[config.mk]
export PLATFORM = sky130hd
export DESIGN_NAME = serial_adder
export DESIGN_NICKNAME = d
export VERILOG_FILES = /design/src/rtl/serial_adder.sv
export SDC_FILE = /design/constraint.sdc
export NUM_CORES = 1
export LEC_CHECK = 0
export ABC_CLOCK_PERIOD_IN_PS = 1900
export CAP_MARGIN = 20
export CORE_MARGIN = 5
export CORE_UTILIZATION = 52
export DETAILED_ROUTE_END_ITERATION = 8
export PLACE_DENSITY = 0.79
export SYNTH_ARGS = -nofsm -noshare
export SYNTH_HDL_FRONTEND = slang
export SYNTH_SLANG_ARGS = --single-unit
[constraint.sdc]
create_clock -name clk -period 1.9 [get_ports clk]
set_input_delay 0.38 -clock clk [delete_from_list [all_inputs] [get_ports clk]]
set_output_delay 0.38 -clock clk [all_outputs]
set_load 0.02 [all_outputs]
[src/rtl/serial_adder.sv]
// Bit-serial adder/subtractor: one full-adder cell and a carry flop walk the
// operands LSB first, then publish sum/cout/ovf with a one-cycle done pulse.
`timescale 1ns/1ps
module serial_adder #(
  parameter int WIDTH = 8
) (
  input  logic             clk,
  input  logic             rst_n,
  input  logic             start,
  input  logic             sub,
  input  logic [WIDTH-1:0] a,
  input  logic [WIDTH-1:0] b,
  input  logic             cin,
  output logic             busy,
  output logic             done,
  output logic [WIDTH-1:0] sum,
  output logic             cout,
  output logic             ovf
);

  localparam int CNT_W = $clog2(WIDTH);

  typedef enum logic [1:0] {
    ST_IDLE = 2'd0,
    ST_RUN  = 2'd1,
    ST_DONE = 2'd2
  } state_t;

  state_t             state, state_nxt;
  logic [CNT_W-1:0]   cnt;
  logic               carry;
  logic [WIDTH-1:0]   opa, opb;
  logic [WIDTH-2:0]   part;
  logic               s_bit, c_bit, last_bit;
  logic [WIDTH-1:0]   part_nxt;

  function automatic logic fa_sum(input logic x, input logic y, input logic ci);
    return x ^ y ^ ci;
  endfunction

  function automatic logic fa_carry(input logic x, input logic y, input logic ci);
    return (x & y) | (x & ci) | (y & ci);
  endfunction

  always_ff @(posedge clk or negedge rst_n) begin
    if (!rst_n) state <= ST_IDLE;
    else        state <= state_nxt;
  end

  always_comb begin
    state_nxt = state;
    case (state)
      ST_IDLE: if (start)    state_nxt = ST_RUN;
      ST_RUN:  if (last_bit) state_nxt = ST_DONE;
      ST_DONE:               state_nxt = ST_IDLE;
      default:               state_nxt = ST_IDLE;
    endcase
  end

  assign busy = (state == ST_RUN);
  assign done = (state == ST_DONE);

  // Full-adder cell; part keeps only the WIDTH-1 most recent bits because the
  // final bit goes straight into sum.
  always_comb begin
    s_bit    = fa_sum(opa[0], opb[0], carry);
    c_bit    = fa_carry(opa[0], opb[0], carry);
    part_nxt = {s_bit, part};
    last_bit = (cnt == CNT_W'(WIDTH - 1));
  end

  always_ff @(posedge clk or negedge rst_n) begin
    if (!rst_n) begin
      cnt   <= '0;
      carry <= 1'b0;
      opa   <= '0;
      opb   <= '0;
      part  <= '0;
      sum   <= '0;
      cout  <= 1'b0;
      ovf   <= 1'b0;
    end else begin
      case (state)
        ST_IDLE: begin
          if (start) begin
            opa   <= a;
            opb   <= sub ? ~b : b;
            carry <= sub ? 1'b1 : cin;
            cnt   <= '0;
          end
        end
        ST_RUN: begin
          opa   <= opa >> 1;
          opb   <= opb >> 1;
          carry <= c_bit;
          part  <= part_nxt[WIDTH-1:1];
          cnt   <= cnt + CNT_W'(1);
          // On the MSB step the incoming carry is the carry into the sign bit.
          if (last_bit) begin
            sum  <= part_nxt;
            cout <= c_bit;
            ovf  <= carry ^ c_bit;
          end
        end
        default: ;
      endcase
    end
  end

endmodule
==> flow_summary.json, run 1 <==
{
  "holdBufCountCts": 0,
  "max_stage_delay_ns": 0.61,
  "rows": 21,
  "comb_power_share": 0.418,
  "post-route-util": 0.674,
  "critical_path_class": "flop to output pin",
  "p_sw_frac": 0.358,
  "antenna_found_initial": 0,
  "status": "finished, final reports clean",
  "synth-edff-count": 0,
  "die-area_um2": 4860,
  "final_cell_mix": "dfrtp_1 (39), clkdlybuf4s50_1 (29), mux2_2 (14)",
  "cap_violations": 0,
  "crit_fanout": 2,
  "worstPathRequired_ns": 1.52,
  "place_congestion": 0.823,
  "final_common_cell": "dfrtp_1",
  "syn_inst": 156,
  "cpLargestDelayFamily": "buffers and inverters",
  "synth_nets": 180,
  "antenna_left": 0,
  "seqPwrFrac": 0.436,
  "vdd_drop_max_v": 0.000808,
  "num-nets-final": 217,
  "p_switching_mw": 1.15,
  "routedWlPerCell_um": 15.8,
  "drive_gt1_frac": 0.196,
  "power.internal_mw": 2.07,
  "hold_viol_final": 0,
  "first_iter_violations": 46,
  "cts_setup_buffers": 0,
  "h-tree-depth": 2,
  "r2r-start": "cnt[0]$_DFFE_PN0P_",
  "fin_skew_ns": 0.0133,
  "cts-buffers-inserted": 5,
  "start_util": 0.547,
  "insertion_delay_ns": 0.35,
  "cts.repair.resized": 2,
  "vias": 1337,
  "powerDensity_nw_per_um2": 1410,
  "setup_viol": 0,
  "netlist_area_um2": 1850,
  "cts_root_buffer": "clkbuf_4",
  "crit_chain": "clkdlybuf4s50_1",
  "avgSynthCellArea_um2": 11.9,
  "clkPwrFrac": 0.145,
  "num_antenna_cells": 0,
  "synthArstFlopShare": 1.00,
  "finalWorstSetupSlack_ns": 0.176,
  "drv_slew": 0,
  "grt_usage": 0.173,
  "synthFlopType": "dfrtp_1",
  "ios": 33,
  "worst_slew_pin_slew_ns": 0.482,
  "port_buffers": 32,
  "slowest_stage": "clkdlybuf4s50_1",
  "die_w_um": 69.7,
  "via_per_inst": 5.57,
  "yosysSeqAreaShare": 0.526,
  "grt_overflow": 0,
  "die-height_um": 69.7,
  "p_leak_nw": 0.985,
  "syn2layout_area_growth_pct": 23.2,
  "hpwl_mm": 2.79,
  "start_kind": "flop",
  "drc": 0,
  "wirelength_mm": 3.79,
  "finalSetupTns_ns": 0,
  "cts.sinks": 39,
  "path_clk_slew_ns": 0.12,
  "crit_arrival_ns": 1.34,
  "ys_seq_elements": 39,
  "first_pass_iters": 4,
  "critPathLaunch": "ovf$_DFFE_PN0P_",
  "period_share": 0.907,
  "hold_path_class": "input port to asynchronous set/reset pin",
  "grt_pass1_vias": 1415,
  "endpoint_kind": "output pin",
  "cp.buffers_inverters": 1,
  "cts_buffer_depth": 2,
  "ys.warnings.count": 0,
  "maxSlewHeadroom": 0.678,
  "cts_tree": "built",
  "grt_pass1_wl_mm": 6.62,
  "max_freq_ghz": 0.580,
  "grt_max_degree": 40,
  "core_um2": 3390,
  "synth_cell_types": 29,
  "post-place-ws_ns": 0.114,
  "grt_setup_unrepaired": "no",
  "nFillCells": 254,
  "min_period_ns": 1.72
}
worst paths after layout:
check,cells past startpoint,slack [ns],end
setup / recovery,1,0.18,ovf
hold / removal,2,0.05,part[4]$_DFFE_PN0P_
setup reg to reg,5,0.37,cout$_DFFE_PN0P_
hold reg to reg,2,0.51,ovf$_DFFE_PN0P_
max in group asynchronous,2,1.50,opb[4]$_DFFE_PN0P_
min in group clk,2,0.51,ovf$_DFFE_PN0P_
cell families after synthesis:
group | count (synthesis) | share of synthesized area
AOI/OAI and AO/OA | 43 | 0.157
xor gates and xnor gates | 9 | 0.0425
adders and majority gates | 3 | 0.0243
buffers and inverters | 14 | 0.0486
DFF | 39 | 0.526
muxes | 18 | 0.109
and+or+nand+nor | 30 | 0.0931
synth_stat cells, types with 3 or more instances:
master / number / share of area
buf_6: 4 / 0.024
nor2b_1: 11 / 0.037
buf_2: 6 / 0.016
xnor2_1: 8 / 0.038
a22oi_1: 12 / 0.049
o211ai_1: 4 / 0.016
nand2_1: 11 / 0.022
mux2_1: 3 / 0.018
a21oi_1: 10 / 0.027
dfrtp_1: 39 / 0.53
mux2_2: 14 / 0.085
o21ai_0: 11 / 0.030
final cells by class:
| type | count | area [µm²] | share of cell area |
|---|---|---|---|
| clock buffers | 6 | 51.3 | 0.0225 |
| clock inverters | 2 | 16.3 | 0.00712 |
| inverters | 2 | 7.51 | 0.00329 |
| multi-input cells | 103 | 788 | 0.345 |
| flip-flops and latches | 39 | 976 | 0.427 |
| well taps | 46 | 57.6 | 0.0252 |
| repair buffers | 42 | 388 | 0.170 |
through the flow:
stage	instance area (µm²)	total power, mW	hold WS [ns]	instances
floorplan	1850	2.33	0.0844	156
global placement	2220	2.71	0.452	232
detailed placement	2220	2.80	0.461	232
CTS	2280	3.26	0.0574	240
global route	2280	3.47	0.0756	240
finish	2280	3.23	0.0495	240
flip-flops by register name, summed over array words and instances, names as in the netlist:
name and count:
opb 8, cnt 3, sum 8, ovf 1
part 7, cout 1, opa 8, state 2
carry 1
metal layers:
metal,part of all wire,up-vias,track usage
met5,0,-,0
met3,0.048,7,0.0565
li1,-,628,-
met2,0.53,33,0.293
met4,0.017,0,0.0766
met1,0.40,669,0.198
power groups by stage:
| stage | Combinational (mW) | Sequential (mW) | Clock [mW] |
|---|---|---|---|
| after floorplan | 0.844 | 1.48 | 0 |
| after global placement | 1.31 | 1.40 | 0 |
| after detailed placement | 1.37 | 1.43 | 0 |
| after CTS | 1.37 | 1.41 | 0.486 |
| after global routing | 1.49 | 1.46 | 0.527 |
| final | 1.35 | 1.41 | 0.468 |
Power figures use the tool's default switching activity.
==> inputs of run 2 (changes only) <==
CORE_ASPECT_RATIO = 0.7   (was default)
==> run 2 against run 1 <==
Routed wire length down 5.6%. Total power rose by 6.6%. Final cell count increased by 2.1%. Utilization is 0.086 points higher. Worst setup slack better by 0.023 ns. Flip-flop and latch count unchanged. Die area rose by 0.39%. Maximum frequency increased by 1.3%. Sequential power is essentially flat. Clock-buffer cell count shrank 1. Highest routed layer unchanged.
==> flow_summary.json, run 2 (synthesized netlist as in run 1, its figures left out) <==
{
  "status": "finished, final reports clean",
  "cts_tree": "built",
  "grt_use_met1": 0.247,
  "core_um2": 3490,
  "grt_usage": 0.175,
  "powerDensity_nw_per_um2": 1460,
  "ios": 33,
  "die_w_um": 81.4,
  "grt_pass1_vias": 1333,
  "grt_overflow": 0,
  "hold_viol_final": 0,
  "max_freq_ghz": 0.588,
  "place_congestion": 0.740,
  "wirelength_mm": 3.58,
  "grtUsageMet2": 0.269,
  "insertion_delay_ns": 0.29,
  "path_clk_slew_ns": 0.08,
  "finalWorstSetupSlack_ns": 0.199,
  "die-area_um2": 4880,
  "cap_violations": 0,
  "finalSetupTns_ns": 0,
  "min_period_ns": 1.70,
  "final_cell_mix": "dfrtp_1 (38), clkdlybuf4s50_1 (29), mux2_2 (14)",
  "vdd_drop_max_v": 0.000559,
  "hold_path_class": "input port to asynchronous set/reset pin",
  "holdBufCountCts": 0,
  "num_antenna_cells": 0,
  "first_pass_iters": 4,
  "routedWlPerCell_um": 14.6,
  "top_regs": "opa x8, opb x8, sum x8",
  "die-height_um": 60.0,
  "p_leak_nw": 1.02,
  "fin_skew_ns": 0.00875,
  "cts_root_buffer": "clkbuf_8",
  "first_iter_violations": 102,
  "worstPathRequired_ns": 1.52,
  "via_per_inst": 5.26,
  "syn2layout_area_growth_pct": 27.1,
  "setup_viol": 0,
  "h-tree-depth": 2,
  "p_total_mw": 3.44,
  "crit_arrival_ns": 1.32,
  "max_stage_delay_ns": 0.47,
  "start_kind": "flop",
  "grt_pass1_wl_mm": 6.46,
  "grt_max_degree": 40,
  "vias": 1288,
  "crit_fanout": 9,
  "slowest_stage": "dfrtp_2",
  "grt_setup_unrepaired": "no",
  "crit_chain": "and2b_1, dlygate4sd2_1",
  "grt_use_met3": 0.0452,
  "rows": 18,
  "post-route-util": 0.675,
  "post-place-ws_ns": 0.0949,
  "drc": 0,
  "worst_slew_pin_slew_ns": 0.399,
  "maxSlewHeadroom": 0.733,
  "grt.busiest_layer": "met2",
  "period_share": 0.895,
  "num-nets-final": 218,
  "hpwl_mm": 2.59,
  "start_util": 0.531,
  "drv_slew": 0,
  "endpoint_kind": "output pin",
  "drive_gt1_frac": 0.205,
  "antenna_left": 0,
  "final_common_cell": "dfrtp_1",
  "cts-buffers-inserted": 5,
  "finalInstanceArea_um2": 2360,
  "antenna_found_initial": 0,
  "dpl-instance-area_um2": 2240,
  "cts.sinks": 39,
  "cts_buffer_depth": 2,
  "port_buffers": 32,
  "critical_path_class": "flop to output pin"
}
run 2: per-stage QoR:
step	hold WS, ns	std cells
2_1_floorplan	0.0844	156
3_3_place_gp	0.356	237
3_5_place_dp	0.361	237
4_1_cts	0.0406	245
5_1_grt	0.0483	245
6_report	0.0381	245
run 2: final cells by class:
cell class | instances | area, µm²
repair buffers | 43 | 408
flip-flops and latches | 39 | 977
fillers | 274 | 1130
inverters | 2 | 7.51
well taps | 50 | 62.6
clock inverters | 3 | 43.8
multi-input cells | 103 | 788
clock buffers | 5 | 68.8
run 2: layer usage:
layer  part of all wire  vias to the layer above
li1                   -                      627
met1               0.49                      628
met2               0.45                       31
met3              0.053                        2
met4             0.0081                        0
met5                  0                        -
run 2: repair_timing:
| item | 4_1_cts | 5_1_grt |
|---|---|---|
| resized for setup | 3 | 0 |
| setup buffers | 0 | 0 |
| endpoints found under the setup margin | 2 | 0 |
| endpoints found under the hold margin | 0 | 0 |
run 2: worst paths after layout:
path | startpoint | depth (start not counted) | to | slack, ns
setup / recovery | state[0]$_DFFE_PN0P_ | 2 | done | 0.20
hold / removal | rst_n | 2 | part[3]$_DFFE_PN0P_ | 0.04
setup reg to reg | state[1]$_DFFE_PN0P_ | 4 | sum[0]$_DFFE_PN0P_ | 0.24
hold reg to reg | opb[2]$_DFFE_PN0P_ | 2 | opb[2]$_DFFE_PN0P_ | 0.50
max in group asynchronous | rst_n | 2 | state[0]$_DFFE_PN0P_ | 1.66
min in group clk | opb[2]$_DFFE_PN0P_ | 2 | opb[2]$_DFFE_PN0P_ | 0.50
run 2: power by group:
| group | internal (mW) | switching, mW | total (mW) | leakage, nW |
|---|---|---|---|---|
| registers | 1.18 | 0.247 | 1.43 | 0.496 |
| clock network | 0.391 | 0.297 | 0.688 | 0.0581 |
| logic | 0.715 | 0.607 | 1.32 | 0.463 |
| total | 2.29 | 1.15 | 3.44 | 1.02 |
run 2: worst max-delay path: cells and delay by family (launching register included):
family	cells	cell delay [ns]
simple gates	1	0.22
flops	1	0.47
buf+inv	1	0.34
==> inputs of run 3 (changes only) <==
--- a/constraint.sdc
+++ b/constraint.sdc
@@ -3,2 +3,2 @@
 set_output_delay 0.38 -clock clk [all_outputs]
-set_load 0.02 [all_outputs]
+set_load 0.005 [all_outputs]
==> run 3 against run 2 <==
Combinational power shrank 6%. Global-route usage grew 0.30 points. Clock power grew 18%. Via count grew 2.7%. Clock-buffer cell count is the same. Worst setup slack lost 0.12 ns. Critical endpoint unchanged. Highest routed layer unchanged.
==> flow_summary.json, run 3 (synthesized netlist as in run 1, its figures left out) <==
{
  "status": "finished, final reports clean",
  "hold_viol_final": 0,
  "die-height_um": 60.0,
  "die-area_um2": 4880,
  "antenna_left": 0,
  "finalInstanceArea_um2": 2380,
  "place_congestion": 0.767,
  "grt_pass1_wl_mm": 6.50,
  "final_cell_mix": "dfrtp_1 (38), clkdlybuf4s50_1 (31), mux2_2 (14)",
  "h-tree-depth": 2,
  "r2r_end": "sum[7]$_DFFE_PN0P_",
  "cts-buffers-inserted": 5,
  "min_period_ns": 1.82,
  "r2r_slack_ns": 0.22,
  "finalWorstSetupSlack_ns": 0.0804,
  "crit_fanout": 8,
  "multiInputGateArea_um2": 788,
  "vias": 1323,
  "first_iter_violations": 107,
  "cts_tree": "built",
  "p_leak_nw": 1.02,
  "reg2reg_depth": 5,
  "fin_skew_ns": 0.00821,
  "via_per_inst": 5.36,
  "cts_root_buffer": "clkbuf_8",
  "max_freq_ghz": 0.550,
  "nFillCells": 258,
  "post-route-util": 0.683,
  "insertion_delay_ns": 0.29,
  "die_w_um": 81.4,
  "final_common_cell": "dfrtp_1",
  "path_clk_slew_ns": 0.08,
  "routedWlPerCell_um": 15.5,
  "hold_path_class": "input port to asynchronous set/reset pin",
  "hpwl_mm": 2.72,
  "cts.sinks": 39,
  "core_um2": 3490,
  "p_total_mw": 3.50,
  "setup_viol": 0,
  "register_area_um2": 977,
  "first_pass_iters": 4,
  "finalSetupTns_ns": 0,
  "start_util": 0.531,
  "cap_violations": 0,
  "grt_overflow": 0,
  "crit_arrival_ns": 1.44,
  "r2r-start": "cnt[0]$_DFFE_PN0P_",
  "endpoint_kind": "output pin",
  "grt_max_degree": 40,
  "maxSlewHeadroom": 0.685,
  "port_buffers": 32,
  "antenna_found_initial": 0,
  "powerDensity_nw_per_um2": 1470,
  "start_kind": "flop",
  "wirelength_mm": 3.82,
  "drv_slew": 0,
  "worst_slew_pin_slew_ns": 0.473,
  "dpl-instance-area_um2": 2230,
  "cts_buffer_depth": 2,
  "drc": 0,
  "syn2layout_area_growth_pct": 28.6,
  "grt_setup_unrepaired": "no",
  "grt_usage": 0.178,
  "top_regs": "opa x8, opb x8, sum x8",
  "vdd_drop_max_v": 0.000741,
  "period_share": 0.958,
  "num-nets-final": 220,
  "critical_path_class": "flop to output pin",
  "drive_gt1_frac": 0.213,
  "post-place-ws_ns": 0.0750,
  "rows": 18,
  "worstPathRequired_ns": 1.52,
  "num_antenna_cells": 0,
  "holdBufCountCts": 0,
  "grt_pass1_vias": 1355,
  "ios": 33
}
==> run 3: cell count changes in the layout (fill, tap and decap cells not counted), sizes merged <==
cell / change
clkinv: -2
dlygate4sd2: -2
buf: +2
clkinvlp: +1
clkdlybuf4s50: +2
bufinv: +1
==> run 3: per-stage QoR <==
stage	instances	hold slack [ns]
after floorplan	156	0.0844
after global placement	237	0.447
after detailed placement	237	0.459
after CTS	245	0.147
after global routing	247	0.174
final	247	0.131
==> run 3: timing repair <==
action	CTS	global route
setup buffers	0	2
resized for setup	1	0
endpoints found under the setup margin	2	1
==> run 3: how the worst max path moves through the flow <==
stage               depth (start not counted)            endpoint                  from
floorplan                                   5    cout$_DFFE_PN0P_    cnt[0]$_DFFE_PN0P_
CTS                                         2                done  state[0]$_DFFE_PN0P_
finish                                      2                done  state[0]$_DFFE_PN0P_
detailed placement                          3  opb[0]$_DFFE_PN0P_                 start
global placement                            3  opb[1]$_DFFE_PN0P_                 start
global route                                2                done  state[1]$_DFFE_PN0P_
==> run 3: per-layer routing <==
metal | vias to the layer above | global-route usage | routed length (µm)
met3 | 8 | 0.0497 | 198
li1 | 630 | - | -
met5 | - | 0 | 0
met4 | 0 | 0.0578 | 48
met1 | 654 | 0.232 | 1770
met2 | 31 | 0.290 | 1800
==> run 3: worst max-delay path, stage by stage (launching register included) <==
cell and delay [ns]:
dfrtp_2 0.46, and2b_1 0.20, clkdlybuf4s50_1 0.49
==> run 3: where the power goes <==
group	leakage [nW]	total [mW]	internal [mW]	switching, mW
sequential	0.496	1.44	1.18	0.257
clock	0.0644	0.815	0.524	0.291
combinational	0.463	1.24	0.734	0.511
==> run 3: cell type report <==
class,count,share of cell area
Clock inverter,3,0.0283
Tap cell,50,0.0262
Timing Repair Buffer,45,0.173
Multi-Input combinational cell,103,0.331
Sequential cell,39,0.410
Inverter,2,0.00315
Clock buffer,5,0.0289
